==> src/rtl/cla8_operand_loader.sv <==
// cla8_operand_loader: serial LSB-first frame receiver presenting A/B/cin to the CLA8 adder core.
// Ports: clk/rst_n (async active-low); ser_data/ser_valid/ser_start in, ser_ready out (serial side);
//        a/b/cin/op_valid out, op_ready in (operand handshake); frame_err one-cycle restart pulse.
module cla8_operand_loader #(
    parameter int WIDTH = 8
) (
    input  logic             clk,
    input  logic             rst_n,
    input  logic             ser_data,
    input  logic             ser_valid,
    input  logic             ser_start,
    output logic             ser_ready,
    output logic [WIDTH-1:0] a,
    output logic [WIDTH-1:0] b,
    output logic             cin,
    output logic             op_valid,
    input  logic             op_ready,
    output logic             frame_err
);
    localparam int FL = 2*WIDTH+1;
    localparam int CW = $clog2(2*WIDTH+2);
    // DRAIN is the HOLD->IDLE cycle that keeps ser_ready low after consumption.
    typedef enum logic [1:0] {IDLE, SHIFT, HOLD, DRAIN} state_t;
    state_t          state_q, state_d;
    logic [CW-1:0]   cnt_q, cnt_d;
    logic [FL-1:0]   sr_q, sr_d;
    logic [WIDTH-1:0] a_q, a_d, b_q, b_d;
    logic            cin_q, cin_d, err_q, err_d;
    logic            accept;
    logic [FL-1:0]   sr_shift;
    assign ser_ready = (state_q == IDLE) || (state_q == SHIFT);
    assign op_valid  = state_q == HOLD;
    assign accept    = ser_valid && ser_ready;
    // Right shift: after 2*WIDTH+1 shifts the first bit received sits at index 0.
    assign sr_shift  = {ser_data, sr_q[FL-1:1]};
    assign a         = a_q;
    assign b         = b_q;
    assign cin       = cin_q;
    assign frame_err = err_q;
    always_comb begin
        state_d = state_q;
        cnt_d   = cnt_q;
        sr_d    = sr_q;
        a_d     = a_q;
        b_d     = b_q;
        cin_d   = cin_q;
        err_d   = 1'b0;
        case (state_q)
            IDLE: if (accept && ser_start) begin
                sr_d    = sr_shift;
                cnt_d   = CW'(1);
                state_d = SHIFT;
            end
            SHIFT: if (accept) begin
                sr_d = sr_shift;
                if (ser_start) begin
                    err_d = 1'b1;
                    cnt_d = CW'(1);
                end else if (cnt_q == CW'(FL-1)) begin
                    a_d     = sr_shift[WIDTH-1:0];
                    b_d     = sr_shift[2*WIDTH-1:WIDTH];
                    cin_d   = sr_shift[FL-1];
                    cnt_d   = '0;
                    state_d = HOLD;
                end else begin
                    cnt_d = cnt_q + 1'b1;
                end
            end
            HOLD: if (op_ready) state_d = DRAIN;
            default: state_d = IDLE;
        endcase
    end
    always_ff @(posedge clk or negedge rst_n) begin
        if (!rst_n) begin
            state_q <= IDLE;
            cnt_q   <= '0;
            sr_q    <= '0;
            a_q     <= '0;
            b_q     <= '0;
            cin_q   <= 1'b0;
            err_q   <= 1'b0;
        end else begin
            state_q <= state_d;
            cnt_q   <= cnt_d;
            sr_q    <= sr_d;
            a_q     <= a_d;
            b_q     <= b_d;
            cin_q   <= cin_d;
            err_q   <= err_d;
        end
    end
endmodule

==> config.mk <==
export PLATFORM = sky130hd
export DESIGN_NAME = cla8_operand_loader
export DESIGN_NICKNAME = d
export VERILOG_FILES = /design/src/rtl/cla8_operand_loader.sv
export SDC_FILE = /design/constraint.sdc
export NUM_CORES = 1
export LEC_CHECK = 0
export CAP_MARGIN = 10
export CORE_MARGIN = 8
export CORE_UTILIZATION = 50
export CTS_CLUSTER_DIAMETER = 120
export DETAILED_ROUTE_END_ITERATION = 12
export PLACE_DENSITY = 0.74
export RECOVER_POWER = 25
export SETUP_SLACK_MARGIN = 0.3
export SLEW_MARGIN = 20
export SYNTH_ARGS = -nofsm -noshare
export SYNTH_HDL_FRONTEND = slang
export SYNTH_SLANG_ARGS = --single-unit
==> constraint.sdc <==
create_clock -name clk -period 2.3 [get_ports clk]
set_clock_uncertainty 0.05 [all_clocks]
set_input_delay 0.46 -clock clk [delete_from_list [all_inputs] [get_ports clk]]
set_output_delay 0.46 -clock clk [all_outputs]
set_load 0.02 [all_outputs]
Word-level counts from Yosys, hierarchy flattened
Cells that the tools add are included.
{"block": "totals", "ff_bits": 42, "in_bits": 6, "output_inout_bits": 20, "elab_cells": 42}
{"block": "classes", "addsub": 1, "eq_ne": 8, "n_mux": 17, "bitwise_logic": 1, "reduce_logical": 8}
{"operator": "17-bit two-way mux", "n": 2}
{"operator": "17-bit case mux with 2 select lines", "n": 1}
{"operator": "5-bit two-way mux", "n": 4}
{"operator": "2-bit two-way mux", "n": 5}
{"operator": "5-bit case mux with 2 select lines", "n": 1}
{"operator": "2-bit by 1-bit inequality test with 1-bit output (second input constant)", "n": 3}
{"operator": "2-bit case mux with 3 select lines", "n": 1}
{"operator": "5-bit by 1-bit adder with 5-bit output (second input constant)", "n": 1}
{"operator": "5-bit == test (second input constant)", "n": 1}
{"operator": "5-bit AND reduction", "n": 1}
{"operator": "2-bit inequality test (second input constant)", "n": 2}
{"operator": "4-bit AND reduction", "n": 1}
{"operator": "1-bit two-way mux", "n": 3}
{"operator": "3-bit AND reduction", "n": 1}
{"operator": "2-bit by 1-bit == test with 1-bit output (second input constant)", "n": 1}
{"operator": "2-bit == test (second input constant)", "n": 1}
{"operator": "1-bit logical AND", "n": 2}
{"operator": "2-bit logical NOT", "n": 1}
{"operator": "2-bit nonzero test", "n": 1}
{"operator": "1-bit logical OR", "n": 1}
{"operator": "1-bit inverter", "n": 1}

Depth between registers and ports, before layout
Gate-level depths: netlist (run 1).
{"block": "logic_depth", "word_depth": 6, "ltp_mapped": 7, "depth_no_buf": 6}

Least setup slack after synthesis (run 1)
Ideal clock, no wire load.
{"block": "synth_path", "path_type": "flip-flop to flip-flop", "startpoint": "register state_q[0]", "endpoint": "register sr_q[10]", "setup_time_ps": 125, "t_arrival_ps": 1643, "t_required_ps": 2125, "setup_slack_ps": 482, "path_stages_with_launch": 7, "n_path_buf": 1, "synth_period_minus_slack_ps": 1818, "cell_sequence": "dfrtp_1 inv_1 ha_1 mux2_4 nand2_4 buf_2 mux2_2"}
{"block": "synth_between", "elab_chain_len": 6, "word_cells_on_any_way": 10, "classes_between": "3 x eq/ne; 1 x mux; 6 x reduce/logical"}
{"element": "start, declared", "line_no": "24", "rtl": "state_t state_q, state_d;"}
{"element": "start signal, assigned", "line_no": "83", "rtl": "state_q <= state_d;"}
{"element": "2-bit by 1-bit == test with 1-bit output or 2-bit logical NOT (tied branches)", "line_no": "31, 48"}
{"element": "1-bit logical OR", "line_no": "31", "rtl": "assign ser_ready = (state_q == IDLE) || (state_q == SHIFT);"}
{"element": "1-bit logical AND", "line_no": "33", "rtl": "assign accept = ser_valid && ser_ready;"}
{"element": "1-bit logical AND", "line_no": "49", "rtl": "IDLE: if (accept && ser_start) begin"}
{"element": "2-bit by 1-bit inequality test with 1-bit output (no source line)"}
{"element": "3-bit AND reduction (no source line)"}
{"element": "end signal, assigned", "line_no": "85", "rtl": "sr_q <= sr_d;"}
{"element": "end, declared", "line_no": "26", "rtl": "logic [FL-1:0] sr_q, sr_d;"}
Several ways; a longest one is shown, not always the timed one.
A chain may end at the register's enable or synchronous reset.

Worst setup path in the final report (run 1)
{"block": "layout_path", "startpoint": "register state_q[1]", "endpoint": "output ser_ready"}
{"block": "layout_between", "elab_chain_len": 2, "word_cells_on_any_way": 3, "classes_between": "1 x eq/ne; 2 x reduce/logical"}
{"element": "2-bit by 1-bit == test with 1-bit output or 2-bit logical NOT (tied branches)", "line_no": "31"}
{"element": "1-bit logical OR *", "line_no": "31"}
{"element": "end, declared", "line_no": "12", "rtl": "output logic ser_ready,"}
Every way passes the cells marked *; elsewhere a longest branch is shown, timed or not.

==> flow_metrics.py, run 1 <==
metrics = {
    "placement": {
        "gp_congestion": 0.717,
        "placed_area_sq_um": 2090,
        "pre_cts_slack_ns": 0.133,
        "dp_hpwl_um": 2140,
        "port_buffers": 25,
    },
    "floorplan": {
        "die_x_um": 76.2,
        "core_sq_um": 3580,
        "ios": 26,
        "die_h_um": 76.2,
        "initial_utilization_pct": 50.6,
        "rows": 22,
        "die_area_sq_um": 5800,
    },
    "logic_synthesis": {
        "netlist_area_sq_um": 1810,
        "synth-seq-area-share_pct": 56.7,
        "syn_area_per_cell_sq_um": 14.6,
        "yosys_warnings": 0,
        "netlist_instances": 124,
        "synth_cell_type_count": 27,
        "ys_ff_latch": 41,
        "syn_nets": 136,
    },
    "timing": {
        "finalMaxSlewViolations": 0,
        "worst_pin_slew_ns": 0.943,
        "setup-violations-final": 0,
        "finalCritPeriodShare_pct": 84.7,
        "max_freq_ghz": 0.514,
        "finalWorstSetupSlack_ns": 0.353,
        "hold_violations": 0,
        "relSlewSlack_pct": 37.1,
        "fin_crit_ns": 1.95,
        "hold_slack_ns": 0.464,
        "rsz0062_at_grt": "false",
        "tns_ns": 0,
    },
    "detailed_routing": {
        "ant_nets": 0,
        "drt_iter0_markers": 40,
        "drt_first_pass_iters": 4,
        "wl_um": 3060,
        "drc_errors": 0,
        "viasPerCell": 5.06,
        "wl_per_cell_um": 14.9,
        "via_count": 1042,
    },
    "cts": {
        "tritoncts": "yes",
        "root_buffer": "clkbuf_4",
        "clk_latency_ns": 0.35,
        "clk_pin_slew_ns": 0.12,
        "cts.sinks": 41,
        "htree_levels": 2,
        "numCtsBuffers": 5,
        "clockBufferDepth": 2,
    },
    "power": {
        "power-per-cell-area_nw_per_um2": 964,
        "power.share.combinational_pct": 33.5,
        "p_leak_nw": 0.997,
        "pwr-share-seq_pct": 50.2,
        "p_int_w": 0.00143,
        "power.switching_w": 0.000691,
        "pwr-share-clk_pct": 16.2,
        "ir_drop_v": 0.000530,
        "p_sw_share_pct": 32.5,
        "finalPower_w": 0.00212,
    },
    "worst_setup_path": {
        "arrival_ns": 1.44,
        "criticalPathCategory": "reg2out",
        "critPathLaunchType": "flip-flop",
        "path_max_fanout": 6,
        "cp-end-kind": "output port",
        "required_ns": 1.79,
    },
    "layout": {
        "drive_above_1_share_pct": 35.4,
        "diodes": 0,
        "postLayoutCellArea_sq_um": 2200,
        "regArea_sq_um": 1030,
        "fillers": 280,
        "syn_to_final_growth_pct": 21.9,
        "layout.nets": 169,
        "multi_input_area_sq_um": 748,
    },
    "grt": {
        "grt_use_met1_pct": 11.5,
        "top_usage_layer": "met2",
        "grt_pass1_vias": 1200,
        "grt-ovfl-total": 0,
        "grt_util_met2_pct": 19.5,
        "met3_usage_pct": 3.18,
        "grt_pass1_wl_um": 5320,
        "grt_use_total_pct": 11.3,
        "grt_max_degree": 42,
        "antenna_found_initial": 0,
    },
    "run_status": {
        "status": "completed",
    },
    "hold_path": {
        "hold_class": "reg2reg",
    },
    "flow_run": {
        "max_cap_viol_count": 0,
    },
}
[registers in the layout, summed over array words and instances, names as in the netlist]
signal / count
frame_err: 1
a: 8
cnt_q: 5
sr_q: 16
b: 8
state_q: 2
cin: 1
[cells by family (layout without fill, tap and decap cells)]
family | Yosys count | after routing | synth area share (%)
buf+inv | 9 | 43 | 3.32
simple gates | 20 | 20 | 7.26
compound gates | 12 | 12 | 3.94
flops | 41 | 41 | 56.7
mux | 36 | 36 | 24.6
fa+ha+maj | 6 | 6 | 4.15
[synthesized netlist by cell type]
cell | instances | area share (%)
and3_1 | 1 | 0.35
ha_1 | 6 | 4.1
o221ai_1 | 1 | 0.48
or3_1 | 1 | 0.35
buf_12 | 1 | 1.1
nand3_1 | 2 | 0.55
inv_1 | 5 | 1.0
nor2b_1 | 1 | 0.35
dfrtp_1 | 41 | 57
and4bb_4 | 1 | 0.90
nor3b_1 | 2 | 0.83
nor2_1 | 2 | 0.42
and3_4 | 1 | 0.62
nand2b_1 | 3 | 1.0
o31ai_1 | 2 | 0.83
a21oi_1 | 3 | 0.83
buf_6 | 1 | 0.62
or2_2 | 1 | 0.35
o21ai_0 | 5 | 1.4
nand2_4 | 1 | 0.62
buf_2 | 2 | 0.55
o21bai_1 | 1 | 0.42
nor3_1 | 1 | 0.28
mux2_2 | 24 | 15
mux2i_1 | 1 | 0.55
nand2_1 | 3 | 0.62
mux2_4 | 11 | 9.1
[power groups by stage]
stage	registers, W	clock network [W]	logic (W)
final	0.00107	0.000345	0.000712
after global routing	0.00109	0.000387	0.000789
after CTS	0.00106	0.000358	0.000653
after detailed placement	0.00108	0	0.000662
after global placement	0.00106	0	0.000626
after floorplan	0.00103	0	0.000513
[metrics by stage]
step	cells	utilization [%]
2_1_floorplan	124	-
3_3_place_gp	194	58.5
3_5_place_dp	194	58.5
4_1_cts	203	60.2
5_1_grt	206	61.6
6_report	206	61.6
[final cells by class]
type	count	area share, %
sequential	41	46.6
tap	48	2.72
clock inverter	2	0.454
clock buffer	6	1.87
timing repair buffer	30	13.5
multi-input combinational	74	33.9
inverter	5	0.965
[what timing repair did]
item	in CTS	in global routing
endpoints found under the setup margin	2	21
buffers inserted	0	3
hold endpoints to repair	11	0
pin swaps	0	1
hold buffers	1	0
gates resized for setup	3	12
[cell usage in the layout (no fill, tap or decap), types with 3 or more instances in the layout]
cell             netlist  final
dfrtp_1               41     40
mux2_2                24     24
clkdlybuf4s50_1        0     22
mux2_4                11     11
o21ai_0                5      5
clkbuf_4               0      5
inv_1                  5      4
ha_1                   6      4
nand2_1                3      3
a21oi_1                3      3
nand2b_1               3      3
[path summary, 6_finish.rpt]
| path | slack, ns | depth (start not counted) | end | from |
|---|---|---|---|---|
| min in group asynchronous | 0.80 | 3 | a[2]$_DFFE_PN0P_ | rst_n |
| min | 0.46 | 1 | cnt_q[4]$_DFFE_PN0P_ | cnt_q[4]$_DFFE_PN0P_ |
| min reg2reg | 0.46 | 1 | cnt_q[4]$_DFFE_PN0P_ | cnt_q[4]$_DFFE_PN0P_ |
| max | 0.35 | 4 | ser_ready | state_q[1]$_DFFE_PN0P_ |
| max in group asynchronous | 0.75 | 3 | state_q[0]$_DFFE_PN0P_ | rst_n |
| max reg2reg | 0.44 | 6 | a[1]$_DFFE_PN0P_ | state_q[1]$_DFFE_PN0P_ |
[routing by layer]
metal  up-vias  wire, um
met4         0        83
met2        22      1560
met5         -         0
li1        499         -
met3         5       114
met1       516      1300
[critical path, stage by stage, from the launching register on]
cell	delay (ns)
dfrtp_1	0.37
inv_1	0.10
ha_4	0.19
or2_2	0.30
buf_6	0.13
Power figures use the tool's default switching activity.
==> inputs of run 2 (changes only) <==
--- a/config.mk
+++ b/config.mk
@@ -7,10 +7,10 @@
 export LEC_CHECK = 0
 export CAP_MARGIN = 10
 export CORE_MARGIN = 8
-export CORE_UTILIZATION = 50
+export CORE_UTILIZATION = 48
 export CTS_CLUSTER_DIAMETER = 120
 export DETAILED_ROUTE_END_ITERATION = 12
-export PLACE_DENSITY = 0.74
+export PLACE_DENSITY = 0.75
 export RECOVER_POWER = 25
 export SETUP_SLACK_MARGIN = 0.3
 export SLEW_MARGIN = 20
==> constraint.sdc (replaced) <==
create_clock -name clk -period 1.7 [get_ports clk]
set_clock_uncertainty 0.05 [all_clocks]
set_input_delay 0.34 -clock clk [delete_from_list [all_inputs] [get_ports clk]]
set_output_delay 0.34 -clock clk [all_outputs]
set_load 0.02 [all_outputs]
==> run 2 against run 1 <==
Net effect:
- cell area rose by 24%
- critical path type is now reg2reg
- via count is 13% higher
- largest power group is now combinational logic
- routed wire length up 28%
- global-route usage increased by 2.2 points
- setup slack worse by 0.43 ns
- critical endpoint is now sr_q[5]$_DFFE_PN0P_
- critical path depth increased by 3
- first-iteration DRC count increased by 57%
- the flow now finishes with violations (negative setup slack)
==> flow_metrics.py, run 2 (synthesis gave the netlist of run 1 again) <==
metrics = {
    "run_status": {
        "status": "finished, violations left",
        "violations": "negative setup slack",
    },
    "timing": {
        "finalWorstSetupSlack_ns": -0.0798,
        "hold_violations": 0,
        "finalMaxSlewViolations": 0,
        "fin_crit_ns": 1.78,
        "relSlewSlack_pct": 40.5,
        "finalCritPeriodShare_pct": 105,
        "worst_pin_slew_ns": 0.893,
        "setup-violations-final": 35,
        "max_freq_ghz": 0.562,
        "rsz0062_at_grt": "true",
    },
    "detailed_routing": {
        "drc_errors": 0,
        "wl_um": 3910,
        "top_layer": "met4",
        "wl_met1_um": 1690,
        "drt_first_pass_iters": 4,
        "ant_nets": 0,
        "drt_iter0_markers": 63,
        "routed-wl-met3_um": 151,
        "route.met2.wl_um": 1970,
        "viasPerCell": 5.00,
        "via_count": 1174,
        "wl_per_cell_um": 16.6,
    },
    "cts": {
        "clockBufferDepth": 2,
        "root_buffer": "clkbuf_8",
        "numCtsBuffers": 5,
        "clk_pin_slew_ns": 0.08,
        "tritoncts": "yes",
        "htree_levels": 2,
        "clk_latency_ns": 0.29,
        "cts.sinks": 41,
    },
    "floorplan": {
        "die_x_um": 77.4,
        "die_area_sq_um": 5990,
        "rows": 22,
        "core_sq_um": 3630,
        "initial_utilization_pct": 49.8,
        "die_h_um": 77.4,
        "ios": 26,
    },
    "placement": {
        "gp_congestion": 0.814,
        "port_buffers": 25,
        "dpl.cell_count": 218,
        "dp_hpwl_um": 2480,
    },
    "worst_setup_path": {
        "path_max_fanout": 8,
        "crit_chain": "inv_2 -> ha_4 -> buf_6 -> mux2_4 -> nand2_8 -> buf_12 -> mux2_4",
        "criticalPathCategory": "reg2reg",
        "cp_num_buf_inv": 3,
        "arrival_ns": 1.90,
        "cp_top_family": "multiplexers",
        "cp_slowest_stage_delay_ns": 0.45,
        "cp_slowest_cell": "dfrtp_2",
        "critPathLaunchType": "flip-flop",
        "required_ns": 1.83,
        "cp-end-kind": "flip-flop",
        "cp_common_cell": "mux2_4",
    },
    "grt": {
        "grt_use_total_pct": 13.5,
        "grt_pass1_vias": 1344,
        "grt-ovfl-total": 0,
        "grt_max_degree": 22,
        "antenna_found_initial": 0,
        "grt_pass1_wl_um": 6530,
    },
    "flow_run": {
        "max_cap_viol_count": 0,
    },
    "layout": {
        "final_common_cell": "dfrtp_1",
        "mostFrequentLayoutCells": "40 x dfrtp_1, 34 x mux2_4, 20 x buf_4",
        "syn_to_final_growth_pct": 51.2,
        "drive_above_1_share_pct": 57.8,
        "diodes": 0,
        "largest_reg_flops": 16,
        "layout.nets": 199,
        "final-instance-count-excl-fill": 235,
        "regMostFlops": "sr_q",
    },
    "power": {
        "ir_drop_v": 0.000917,
        "finalPower_w": 0.00397,
        "p_leak_nw": 1.31,
        "power-per-cell-area_nw_per_um2": 1450,
    },
    "hold_path": {
        "hold_class": "reg2reg",
    },
}
==> run 2: final timing paths <==
kind,slack [ns],cells after the start,startpoint,endpoint
setup / recovery,-0.08,7,state_q[0]$_DFFE_PN0P_,sr_q[5]$_DFFE_PN0P_
hold / removal,0.46,1,a[4]$_DFFE_PN0P_,a[4]$_DFFE_PN0P_
setup reg to reg,-0.08,7,state_q[0]$_DFFE_PN0P_,sr_q[5]$_DFFE_PN0P_
hold reg to reg,0.46,1,a[4]$_DFFE_PN0P_,a[4]$_DFFE_PN0P_
max in group asynchronous,0.07,3,rst_n,b[7]$_DFFE_PN0P_
min in group asynchronous,0.64,2,rst_n,state_q[1]$_DFFE_PN0P_
==> run 2: stage by stage <==
| stage | worst slack (ns) | util [%] | instance area, sq um | hold WS [ns] | setup TNS [ns] |
|---|---|---|---|---|---|
| global route | -0.132 | 75.3 | 2740 | 0.482 | -6.44 |
| CTS | -0.0964 | 73.9 | 2690 | 0.455 | -1.87 |
| detailed placement | -0.307 | 66.0 | 2400 | 0.235 | -8.12 |
| floorplan | -0.0433 | - | 1910 | -0.00559 | -0.447 |
| global placement | -0.203 | 66.0 | 2400 | 0.230 | -6.65 |
| finish | -0.0798 | 75.3 | 2740 | 0.462 | -1.96 |
==> run 2: what timing repair did <==
action | 4_1_cts | 5_1_grt
pin swaps | 5 | 2
setup buffers | 7 | 1
hold buffers | 1 | 0
cloned | 0 | 1
setup endpoints to repair | 60 | 55
hold endpoints to repair | 13 | 0
resized for setup | 71 | 25
==> run 2: area by class of cell <==
class	instances	area, sq um
Inverter	5	18.8
Clock inverter	1	7.51
Clock buffer	6	82.6
Tap cell	48	60.1
Timing Repair Buffer	60	587
Fill cell	220	897
Sequential cell	41	1030
Multi-Input combinational cell	74	953
==> run 2: power by group <==
| part | leakage (nW) | switching [W] | internal [W] |
|---|---|---|---|
| Clock | 0.0433 | 0.000327 | 0.000321 |
| Sequential | 0.530 | 0.000225 | 0.00124 |
| Combinational | 0.736 | 0.000697 | 0.00116 |
==> run 2: layer usage <==
layer	vias to the layer above	GRT usage (%)
met1	593	15.9
met4	0	8.11
met2	19	21.4
met3	7	4.15
met5	-	0
li1	555	-
==> inputs of run 3 (changes only) <==
--- a/config.mk
+++ b/config.mk
@@ -8,7 +8,7 @@
 export CAP_MARGIN = 10
 export CORE_MARGIN = 8
 export CORE_UTILIZATION = 48
-export CTS_CLUSTER_DIAMETER = 120
+export CTS_CLUSTER_DIAMETER = 100
 export DETAILED_ROUTE_END_ITERATION = 12
 export PLACE_DENSITY = 0.75
 export RECOVER_POWER = 25
==> results of run 3 <==
No change in the layout: final DEF, timing and power equal those of run 2.
